===== src/rtl/zx_vga_pkg.sv =====
`default_nettype none
// ============================================================================
//  Module      : zx_vga_pkg
//  Description : Shared constants for the ZX Spectrum VGA raster generator.
//                Holds the default 640x480@60 timing, the derived line and
//                frame totals, the sync window bounds and the coordinate
//                width used by the ULA video stage.
//  Revision    : 1.0 - initial release
// ============================================================================
package zx_vga_pkg;

   // Default horizontal timing (pixel clocks)
   localparam int DEF_H_ACTIVE   = 640;
   localparam int DEF_H_FP       = 16;
   localparam int DEF_H_SYNC     = 96;
   localparam int DEF_H_BP       = 48;

   // Default vertical timing (lines)
   localparam int DEF_V_ACTIVE   = 480;
   localparam int DEF_V_FP       = 10;
   localparam int DEF_V_SYNC     = 2;
   localparam int DEF_V_BP       = 33;

   // Paper window: 256x192 Spectrum pixels, each doubled in both axes
   localparam int DEF_PAPER_X0   = 64;
   localparam int DEF_PAPER_Y0   = 48;
   localparam int DEF_PAPER_W    = 512;
   localparam int DEF_PAPER_H    = 384;

   // Extra clocks on hs/vs to match the ULA's registered colour output
   localparam int DEF_SYNC_DELAY = 1;

   // Derived totals and sync windows for the default timing
   localparam int H_TOTAL      = DEF_H_ACTIVE + DEF_H_FP + DEF_H_SYNC + DEF_H_BP;
   localparam int V_TOTAL      = DEF_V_ACTIVE + DEF_V_FP + DEF_V_SYNC + DEF_V_BP;
   localparam int H_SYNC_START = DEF_H_ACTIVE + DEF_H_FP;
   localparam int H_SYNC_END   = H_SYNC_START + DEF_H_SYNC;
   localparam int V_SYNC_START = DEF_V_ACTIVE + DEF_V_FP;
   localparam int V_SYNC_END   = V_SYNC_START + DEF_V_SYNC;

   // Width of the paper-relative x/y coordinates (wrap mod 2048)
   localparam int COORD_W      = 11;

endpackage : zx_vga_pkg
`default_nettype wire


===== src/rtl/zx_vga_timing_sync_delay.sv =====
`default_nettype none
// ============================================================================
//  Module      : sync_delay
//  Description : N-stage shift register for a single active-low sync line.
//                Every stage resets to 1 so the line reads inactive until
//                real sync data has propagated through. With N=0 the input
//                passes straight through.
//  Ports       : clk      - pixel clock
//                reset_n  - asynchronous reset, active low
//                d_i      - undelayed sync level
//                q_o      - sync level delayed by N clocks
//  Revision    : 1.0 - initial release
// ============================================================================
module sync_delay #(
   parameter int N = 1
) (
   input  logic clk,
   input  logic reset_n,
   input  logic d_i,
   output logic q_o
);

   if (N == 0) begin : g_wire
      // Clock and reset are not needed when there are no stages.
      logic w_unused;
      assign w_unused = clk ^ reset_n;
      assign q_o      = d_i;
   end else begin : g_shift
      logic [N-1:0] sr_q;

      always_ff @(posedge clk or negedge reset_n) begin
         if (!reset_n) begin
            sr_q <= '1;
         end else begin
            sr_q[0] <= d_i;
            for (int i = 1; i < N; i++) begin
               sr_q[i] <= sr_q[i-1];
            end
         end
      end

      assign q_o = sr_q[N-1];
   end

endmodule : sync_delay
`default_nettype wire


===== src/rtl/zx_vga_timing.sv =====
`default_nettype none
// ============================================================================
//  Module      : zx_vga_timing
//  Description : Raster timing generator for the ZX Spectrum VGA path.
//                Free-running hc/vc counters scan the 800x525 frame; the
//                decode is registered so every output is one clock behind
//                the counters. hs/vs get SYNC_DELAY further clocks so they
//                line up with the ULA's registered colour output.
//  Ports       : clk         - pixel clock (25.175 MHz)
//                reset_n     - asynchronous reset, active low
//                x, y        - counters minus paper origin, mod 2048
//                de          - inside the visible area
//                screen      - inside the paper window
//                hs, vs      - syncs, active low
//                frame_start - one-clock pulse on the first pixel of a frame
//  Revision    : 1.0 - initial release
// ============================================================================
module zx_vga_timing
   import zx_vga_pkg::*;
#(
   parameter int H_ACTIVE   = DEF_H_ACTIVE,
   parameter int H_FP       = DEF_H_FP,
   parameter int H_SYNC     = DEF_H_SYNC,
   parameter int H_BP       = DEF_H_BP,
   parameter int V_ACTIVE   = DEF_V_ACTIVE,
   parameter int V_FP       = DEF_V_FP,
   parameter int V_SYNC     = DEF_V_SYNC,
   parameter int V_BP       = DEF_V_BP,
   parameter int PAPER_X0   = DEF_PAPER_X0,
   parameter int PAPER_Y0   = DEF_PAPER_Y0,
   parameter int PAPER_W    = DEF_PAPER_W,
   parameter int PAPER_H    = DEF_PAPER_H,
   parameter int SYNC_DELAY = DEF_SYNC_DELAY
) (
   input  logic               clk,
   input  logic               reset_n,
   output logic [COORD_W-1:0] x,
   output logic [COORD_W-1:0] y,
   output logic               de,
   output logic               screen,
   output logic               hs,
   output logic               vs,
   output logic               frame_start
);

   localparam int c_h_total = H_ACTIVE + H_FP + H_SYNC + H_BP;
   localparam int c_v_total = V_ACTIVE + V_FP + V_SYNC + V_BP;
   localparam int c_hc_w    = $clog2(c_h_total);
   localparam int c_vc_w    = $clog2(c_v_total);

   localparam logic [c_hc_w-1:0] c_h_last     = c_hc_w'(c_h_total - 1);
   localparam logic [c_vc_w-1:0] c_v_last     = c_vc_w'(c_v_total - 1);
   localparam logic [c_hc_w-1:0] c_h_active   = c_hc_w'(H_ACTIVE);
   localparam logic [c_vc_w-1:0] c_v_active   = c_vc_w'(V_ACTIVE);
   localparam logic [c_hc_w-1:0] c_hs_start   = c_hc_w'(H_ACTIVE + H_FP);
   localparam logic [c_hc_w-1:0] c_hs_end     = c_hc_w'(H_ACTIVE + H_FP + H_SYNC);
   localparam logic [c_vc_w-1:0] c_vs_start   = c_vc_w'(V_ACTIVE + V_FP);
   localparam logic [c_vc_w-1:0] c_vs_end     = c_vc_w'(V_ACTIVE + V_FP + V_SYNC);
   localparam logic [c_hc_w-1:0] c_px_start   = c_hc_w'(PAPER_X0);
   localparam logic [c_hc_w-1:0] c_px_end     = c_hc_w'(PAPER_X0 + PAPER_W);
   localparam logic [c_vc_w-1:0] c_py_start   = c_vc_w'(PAPER_Y0);
   localparam logic [c_vc_w-1:0] c_py_end     = c_vc_w'(PAPER_Y0 + PAPER_H);
   localparam logic [COORD_W-1:0] c_px0       = COORD_W'(PAPER_X0);
   localparam logic [COORD_W-1:0] c_py0       = COORD_W'(PAPER_Y0);
   // Reset coordinates are the decode of hc=0/vc=0 (e.g. 1984/2000)
   localparam logic [COORD_W-1:0] c_x_rst     = COORD_W'(0 - PAPER_X0);
   localparam logic [COORD_W-1:0] c_y_rst     = COORD_W'(0 - PAPER_Y0);

   // Counters
   logic [c_hc_w-1:0]  hc_q, hc_d;
   logic [c_vc_w-1:0]  vc_q, vc_d;

   // Registered decode
   logic [COORD_W-1:0] x_q, x_d;
   logic [COORD_W-1:0] y_q, y_d;
   logic               de_q, de_d;
   logic               screen_q, screen_d;
   logic               hs_q, hs_d;
   logic               vs_q, vs_d;
   logic               fs_q, fs_d;

   always_comb begin
      hc_d = hc_q + c_hc_w'(1);
      vc_d = vc_q;
      if (hc_q == c_h_last) begin
         hc_d = '0;
         // vc only moves on the hc wrap, and wraps on that same clock
         vc_d = (vc_q == c_v_last) ? '0 : vc_q + c_vc_w'(1);
      end

      de_d     = (hc_q < c_h_active) && (vc_q < c_v_active);
      // Paper lies wholly inside the visible area, but gating with de
      // keeps screen a strict subset even for odd parameter choices.
      screen_d = de_d
                 && (hc_q >= c_px_start) && (hc_q < c_px_end)
                 && (vc_q >= c_py_start) && (vc_q < c_py_end);
      hs_d     = !((hc_q >= c_hs_start) && (hc_q < c_hs_end));
      vs_d     = !((vc_q >= c_vs_start) && (vc_q < c_vs_end));
      fs_d     = (hc_q == '0) && (vc_q == '0);

      // 11-bit wrap gives paper at 0.. and border at the top of the range
      x_d      = COORD_W'(hc_q) - c_px0;
      y_d      = COORD_W'(vc_q) - c_py0;
   end

   always_ff @(posedge clk or negedge reset_n) begin
      if (!reset_n) begin
         hc_q     <= '0;
         vc_q     <= '0;
         x_q      <= c_x_rst;
         y_q      <= c_y_rst;
         de_q     <= 1'b0;
         screen_q <= 1'b0;
         hs_q     <= 1'b1;
         vs_q     <= 1'b1;
         fs_q     <= 1'b0;
      end else begin
         hc_q     <= hc_d;
         vc_q     <= vc_d;
         x_q      <= x_d;
         y_q      <= y_d;
         de_q     <= de_d;
         screen_q <= screen_d;
         hs_q     <= hs_d;
         vs_q     <= vs_d;
         fs_q     <= fs_d;
      end
   end

   sync_delay #(.N(SYNC_DELAY)) u_hs_dly (
      .clk     (clk),
      .reset_n (reset_n),
      .d_i     (hs_q),
      .q_o     (hs)
   );

   sync_delay #(.N(SYNC_DELAY)) u_vs_dly (
      .clk     (clk),
      .reset_n (reset_n),
      .d_i     (vs_q),
      .q_o     (vs)
   );

   assign x           = x_q;
   assign y           = y_q;
   assign de          = de_q;
   assign screen      = screen_q;
   assign frame_start = fs_q;

endmodule : zx_vga_timing
`default_nettype wire


===== config.mk =====
export PLATFORM = sky130hd
export DESIGN_NAME = zx_vga_timing
export DESIGN_NICKNAME = d
export VERILOG_FILES = /design/src/rtl/zx_vga_pkg.sv /design/src/rtl/zx_vga_timing_sync_delay.sv /design/src/rtl/zx_vga_timing.sv
export SDC_FILE = /design/constraint.sdc
export NUM_CORES = 1
export LEC_CHECK = 0
export BUFFER_PORTS_ARGS = -buffer_cell sky130_fd_sc_hd__buf_2
export CAP_MARGIN = 20
export CORE_MARGIN = 1
export CORE_UTILIZATION = 45
export DETAILED_ROUTE_END_ITERATION = 8
export PLACE_DENSITY = 0.74
export SYNTH_ARGS = -nofsm -noshare
export SYNTH_HDL_FRONTEND = slang
export SYNTH_SLANG_ARGS = --single-unit

===== constraint.sdc =====
create_clock -name clk -period 5.1 [get_ports clk]
set_clock_uncertainty 0.15 [all_clocks]
set_input_delay 0.765 -clock clk [delete_from_list [all_inputs] [get_ports clk]]
set_output_delay 0.765 -clock clk [all_outputs]
set_load 0.03 [all_outputs]

* Yosys cells after proc, flatten, opt, wreduce, memory -nomap -nowiden *
Index checks and enable logic that the tools add are counted.

storage, ports and cells
  flip-flop bits (word level) = 49
  input bits = 2
  output and inout port bits = 27
  word-level logic and storage cells = 41

operators by class
  $add $sub $neg = 4
  order comparisons = 10
  eq/ne operators = 2
  mux-type cells = 2
  reduce and logical (&&, ||, !) cells = 12

operators by type and width
  cell                                                                                   count
  10-bit < comparator (second input constant)                                            3
  10-bit by 9-bit < comparator with 1-bit output (second input constant)                 3
  10-bit by 1-bit adder with 10-bit output (second input constant)                       2
  10-bit == test (second input constant)                                                 2
  10-bit zero test                                                                       2
  10-bit two-way mux                                                                     2
  10-bit by 6-bit subtractor with 11-bit output (second input constant)                  1
  10-bit by 7-bit subtractor with 11-bit output (second input constant)                  1
  10-bit greater-or-equal comparator (second input constant)                             1
  10-bit by 6-bit greater-or-equal comparator with 1-bit output (second input constant)  1
  10-bit by 7-bit greater-or-equal comparator with 1-bit output (second input constant)  1
  10-bit by 9-bit greater-or-equal comparator with 1-bit output (second input constant)  1
  1-bit logical AND                                                                      8
  1-bit zero test                                                                        2

* Logic depth before layout (Yosys ltp) *
Gate-level depths: netlist of the first run.

  word-level depth = 6
  mapped depth = 7
  gate-level depth less buffers = 6

* Hierarchy *
A second synthesis of the first run with hierarchy kept.

second synthesis, totals
  cells, all modules = 185
  area, all modules = 2118.3 µm²

modules (own cells, without submodules)
  module         instances  cells an instance  area an instance (µm²)  seq. area each (µm²)
  zx_vga_timing  1          183                2065.7                  1192.4
  sync_delay     2          1                  26.3                    26.3

* Least setup slack after synthesis of the first run *
OpenSTA, ideal clock, no wires.

  path type = flip-flop to flip-flop
  start = reg hc_q[6]
  end = reg vc_q[2]
  data arrival time = 1564 ps
  required time = 4822 ps
  path slack = 3258 ps
  stages on the path, launching flop included = 8
  path through = dfrtp_1 > inv_1 > ha_1 > and4_1 > clkbuf_1 > nand2_1 > nor2_1 > nor2_1

between the ends
  cells in the longest elaborated chain, start to end = 1

ends and longest elaborated chain
  what                    line                  source
  from (decl)             zx_vga_timing.sv:70   logic [c_hc_w-1:0] hc_q, hc_d;
  from (signal assigned)  zx_vga_timing.sv:108  hc_q <= '0;
  from (signal assigned)  zx_vga_timing.sv:118  hc_q <= hc_d;
  10-bit == test          zx_vga_timing.sv:85   if (hc_q == c_h_last) begin
  to (signal assigned)    zx_vga_timing.sv:119  vc_q <= vc_d;
  to (decl)               zx_vga_timing.sv:71   logic [c_vc_w-1:0] vc_q, vc_d;

Every way passes these cells.
A chain may end at the register's enable or synchronous reset.

* Worst setup path after layout of the first run *
  start = reg hc_q[6]
  end = reg vc_q[5]

The elaborated chain is that of the path after synthesis.

==> results of run 1 <==
layout make-up:
| class | count | area [um2] |
|---|---|---|
| well taps | 52 | 65.1 |
| inverters | 9 | 33.8 |
| repair buffers | 29 | 160 |
| fillers | 387 | 2060 |
| multi-input cells | 119 | 823 |
| clock buffers | 8 | 90.1 |
| flip-flops and latches | 49 | 1240 |
worst reg2reg max path, cell delays in order, from the launching register on:
cell and delay [ns]:
dfrtp_1 0.45, inv_1 0.19, ha_1 0.35, and4_1 0.37, nand2_1 0.14, nor2_1 0.29
nor2_1 0.09
cell families after synthesis:
family,share of synthesized area
muxes,0.00465
DFF,0.578
and+or+nand+nor,0.181
adders and majority gates,0.0639
buffers and inverters,0.0395
xor gates and xnor gates,0.0610
AOI/OAI and AO/OA,0.0715
power breakdown:
group / switching [uW] / total (uW) / leakage (uW) / internal (uW)
Clock: 113 / 224 / 0.0000455 / 111
Combinational: 7.17 / 9.03 / 0.000477 / 1.87
Sequential: 0 / 389 / 0.000603 / 389
through the flow:
step	worst slack, ns	hold slack [ns]	util	cells	cell area [um2]
6_report	2.95	0.127	0.540	266	2420
5_1_grt	2.83	0.115	0.540	266	2420
4_1_cts	3.02	0.208	0.536	265	2400
3_5_place_dp	3.06	0.198	0.516	257	2310
3_3_place_gp	3.15	0.197	0.516	257	2310
2_1_floorplan	3.26	0.195	-	185	2150
cells in the mapped netlist (all sizes together), types with 4 or more instances:
| cell type | n | area, um2 |
|---|---|---|
| dfstp | 15 | 394 |
| nand3 | 9 | 45.0 |
| xor2 | 8 | 70.1 |
| ha | 11 | 138 |
| and4 | 4 | 35.0 |
| o21ai | 10 | 50.0 |
| and2 | 4 | 25.0 |
| a21oi | 4 | 20.0 |
| nand2 | 7 | 26.3 |
| dfrtp | 34 | 851 |
| nand4 | 6 | 43.8 |
| buf | 4 | 36.3 |
| xnor2 | 7 | 61.3 |
| nor3 | 4 | 20.0 |
| inv | 9 | 33.8 |
| and3 | 7 | 48.8 |
| nor2 | 16 | 60.1 |
| clkbuf | 4 | 15.0 |
worst paths after layout:
check	start	slack [ns]	cells after the start	to
worst max-delay path	hc_q[6]	2.95	6	vc_q[5]
worst min-delay path	reset_n	0.13	1	x[2]
worst max register to register	hc_q[6]	2.95	6	vc_q[5]
worst min register to register	vs_q	0.21	0	u_vs_dly.q_o
max in group asynchronous	reset_n	4.16	2	u_vs_dly.q_o
min in group clk	vs_q	0.21	0	u_vs_dly.q_o
metal layers:
layer	GRT usage	wire length [um]	part of all wire
met4	0.0889	123	0.032
met3	0.0456	193	0.050
met5	0	0	0
met1	0.236	1820	0.47
met2	0.252	1730	0.45
sequential cells by signal (all words and copies together) (netlist names):
name          count
vs_q              1
screen            1
hc_q             10
u_vs_dly.q_o      1
de                1
y                11
x                11
hs_q              1
vc_q             10
u_hs_dly.q_o      1
frame_start       1
==> summary.txt, run 1 <==
Status
  • Status: finished, violations left
  • Failing checks: DRC

Power
  • Total power: about 620 uW
  • Max IR drop VDD: 0.000101 V
  • Leakage: 0.00113 uW
  • P per Cell Area: 257 nW/um2

Worst setup path
  • Slowest-stage cell, CP: dfrtp_1
  • Crit. End Element: flop
  • Critical Path, Cell by Cell: inv_1 -> ha_1 -> and4_1 -> nand2_1 -> nor2_1 -> nor2_1
  • Most used cell, CP: nor2_1
  • Crit path kind: reg2reg
  • Crit path DAT: 2.18 ns
  • Critical Path Fanout Max: 8
  • CP top delay family: simple AND/OR/NAND/NOR gates
  • Buffer and inverter count on the worst path: 1
  • CP startpoint kind: flop
  • Crit-path max cell delay: ~0.45 ns
  • CP required: 5.12 ns

CTS
  • H-tree Lvls: 2
  • CTS buffer count: 5
  • Worst skew pair latency: 0.29 ns
  • Buffer count from post-CTS setup fixing: 0
  • Gates resized, CTS repair: 0
  • CTS sink count: 49
  • Clock buffer depth: 2
  • # hold bufs at CTS: 0
  • Worst-path clk slew: 0.08 ns
  • CTS tree: built
  • Clk Tree Root Cell: clkbuf_8

Timing
  • Fin. Hold Viols: 0
  • Least-Margin Pin Slew: 0.411 ns
  • Final Max Slew Viols: 0
  • Final setup fails: 0
  • RSZ-0062 raised after global routing: no
  • Max Freq: 464 MHz
  • Max-slew headroom: 0.724
  • Setup_tns: 0 ns
  • Minimum clock period: around 2.2 ns
  • Final cycle utilization of the critical path: 0.422

Global routing
  • Largest net degree at the start of global routing: 50
  • Vias in the first global route: between 1000 and 1500
  • First-pass GRT wire length: 6.67 mm
  • Antenna violations before repair: 0
  • Gr ovfl total: 0
  • Tot GR Track Use: 0.172

Job
  • Max-cap viol count: 0

Yosys
  • Flops & latches, synth: between 40 and 50
  • Sequential-to-total area share from yosys stat: 0.578
  • Ys flop type: dfrtp_1
  • Asr flop ratio synth: 1.00
  • Mapped Avg Cell Area: 11.6 um2
  • Netlist cell types: 42
  • Syn. warnings: 0
  • Post-synth EDFFs: 0
  • Syn Inst Count: 185
  • Mapped Nets: 198
  • Synthesized area: 2150 um2

Cells and area
  • Commonest cells after routing, fill and taps aside: dfrtp_1, buf_2, nor2_1
  • Nets: 226
  • Proportion of layout cells with a drive suffix above 1: 0.252
  • # diodes: 0
  • Commonest non-fill, non-tap cell in the layout: dfrtp_1
  • Synth-to-Final Area Change: 12.3%

Route
  • Detailed Route WL: 3.87 mm
  • Drt pass-1 iters: 9
  • Detail Route Antenna Nets: 0
  • Via count: 1447
  • Post-route DRC: 2
  • Detailed router's first-iteration violation count: about 150
  • Post-DR vias/cell: 5.44
  • Routed wire per std cell: 14.5 um

Placement
  • DP HPWL: 2.63 mm
  • IO buf count: 28
  • Routability Congestion: 0.923

Floorplanning
  • Starting Density: 0.481
  • Core area: between 4000 and 5000 um2
  • FP Rows: 24
  • Die area: 5070 um2
  • Die W: 71.2 um
  • Die Ht: 71.2 um
  • I/O Pins: 29

Min path
  • Worst Hold Class: in2async
No activity file was read; power rests on OpenSTA's default activity.
==> run 2: changes to the inputs <==
==> constraint.sdc (replaced) <==
create_clock -name clk -period 2.19 [get_ports clk]
set_clock_uncertainty 0.15 [all_clocks]
set_input_delay 0.3285 -clock clk [delete_from_list [all_inputs] [get_ports clk]]
set_output_delay 0.3285 -clock clk [all_outputs]
set_load 0.03 [all_outputs]
==> run 2 against run 1 <==
The run still ends with DRC left; highest routed layer unchanged; sequential share of layout area fell by 0.53 points; count of clock-buffer cells in the layout did not move; utilization rose by 0.56 points; largest cell class unchanged; sequential power rose by 130%; non-clock buffer count rose by 3.
==> summary.txt, run 2 (same netlist as run 1, synthesis figures left out) <==
Floorplanning
  • Die area: roughly 5000 um2
  • I/O Pins: 29
  • Die Ht: 71.2 um
  • Die W: slightly above 70 um
  • Core area: between 4000 and 5000 um2
  • FP Rows: 24
  • Starting Density: 0.481

Min path
  • Worst Hold Class: reg2reg
  • Hold_sp: hs_q
  • Hold Path Cell Cnt: 0
  • Hold Path Sink: u_hs_dly.q_o

Worst setup path
  • CP startpoint kind: flop
  • Critical Path, Cell by Cell: inv_1 -> ha_1 -> and4_1 -> nand2_1 -> nor2_1 -> nor2_1
  • Critical Path Fanout Max: 6
  • Reg2Reg Setup Slack: between 0.2 and 0.3 ns
  • Crit-path max cell delay: 0.46 ns
  • Most used cell, CP: nor2_1
  • R2r startpoint: hc_q[7]
  • R2R cell count: 6
  • CP required: about 2.2 ns
  • CP top delay family: simple AND/OR/NAND/NOR gates
  • Crit path DAT: 1.92 ns
  • Crit. Startpoint: hc_q[7]
  • Crit path kind: reg2reg
  • Crit. End Element: flop
  • Buffer and inverter count on the worst path: 1
  • Slowest-stage cell, CP: dfrtp_1
  • FF-to-FF End: vc_q[2]

CTS
  • Clk Tree Root Cell: clkbuf_8
  • CTS buffer count: 5
  • CTS sink count: 49
  • CTS tree: built
  • Worst-path clk slew: about 0.080 ns
  • Clock buffer depth: 2
  • H-tree Lvls: 2
  • Worst skew pair latency: 0.30 ns

Cells and area
  • Synth-to-Final Area Change: 13.4%
  • Commonest non-fill, non-tap cell in the layout: dfrtp_1
  • # diodes: 0
  • Nets: 229
  • Proportion of layout cells with a drive suffix above 1: 0.258
  • Commonest cells after routing, fill and taps aside: dfrtp_1, buf_2, nor2_1
  • Fillers: 393
  • Util after Layout: 0.546

Route
  • Routed wire per std cell: 13.9 um
  • Detailed router's first-iteration violation count: 101
  • Detailed Route WL: roughly 3.7 mm
  • Detail Route Antenna Nets: 0
  • Via count: between 1000 and 1500
  • Post-DR vias/cell: around 5.3
  • Drt pass-1 iters: 9
  • Post-route DRC: 2

Global routing
  • Gr ovfl total: 0
  • Tot GR Track Use: 0.178
  • Vias in the first global route: between 1000 and 1500
  • Largest net degree at the start of global routing: 28
  • First-pass GRT wire length: 6.75 mm
  • Antenna violations before repair: 0

Placement
  • Dpl ws: 0.325 ns
  • DP HPWL: 2.65 mm
  • Routability Congestion: 0.908
  • IO buf count: 28

Timing
  • Least-Margin Pin Slew: 0.528 ns
  • Minimum clock period: 1.90 ns
  • Max-slew headroom: 0.648
  • Final Max Slew Viols: 0
  • Max Freq: 528 MHz
  • Fin. Hold Viols: 0
  • Setup_tns: 0 ns
  • RSZ-0062 raised after global routing: no
  • Final setup fails: 0
  • PnR worst setup slack: 0.295 ns
  • Final cycle utilization of the critical path: 0.865

Power
  • Max IR drop VDD: 0.000197 V
  • Total power: 1450 uW
  • P per Cell Area: 593 nW/um2
  • Leakage: 0.00114 uW

Status
  • Failing checks: DRC
  • Status: finished, violations left

Job
  • Max-cap viol count: 0
## run 2: cell count changes in the layout (fill, tap and decap cells not counted), sizes merged
cell         change
dlygate4sd3      +1
buf              +2
## run 2: worst max path at each step
stage | endpoint | slack, ns | depth (start not counted)
6_report | vc_q[2] | 0.29 | 6
3_3_place_gp | vc_q[5] | 0.38 | 6
2_1_floorplan | vc_q[2] | 0.35 | 7
4_1_cts | vc_q[2] | 0.30 | 6
5_1_grt | vc_q[5] | 0.09 | 6
3_5_place_dp | vc_q[3] | 0.32 | 6
## run 2: power breakdown
group / leakage, uW / total (uW) / switching [uW] / internal [uW]
logic: 0.000491 / 22.1 / 16.7 / 5.34
registers: 0.000603 / 905 / 0 / 905
clock network: 0.0000455 / 521 / 264 / 257
total: 0.00114 / 1450 / 281 / 1170
## run 2: layout make-up
class	instances	area, um2	share of cell area
tap	52	65.1	0.0266
timing repair buffer	32	185	0.0758
clock buffer	8	90.1	0.0369
inverter	9	33.8	0.0138
multi-input combinational	119	823	0.337
sequential	49	1240	0.510
## run 2: worst register-to-register path: stages (launching register included)
cell     delay [ns]
dfrtp_1        0.46
inv_1          0.16
ha_1           0.19
and4_1         0.30
nand2_1        0.12
nor2_1         0.29
nor2_1         0.09
## run 2: repair_timing
item	in CTS	in global routing
endpoints found under the hold margin	19	0
buffers inserted	0	0
resized for setup	0	0
hold buffers	1	0
## run 2: per-layer routing
layer,global-route usage,share of wire,wire length (um)
met1,0.250,0.49,1850
met2,0.249,0.43,1610
met3,0.0370,0.045,170
met4,0.118,0.030,114
met5,0,0,0
## run 2: through the flow
stage / hold slack (ns) / std cells / instance area, um2
finish: 0.208 / 269 / 2440
global placement: 0.190 / 260 / 2340
global route: 0.215 / 269 / 2440
detailed placement: 0.190 / 260 / 2340
CTS: 0.210 / 269 / 2440
floorplan: -0.117 / 185 / 2150
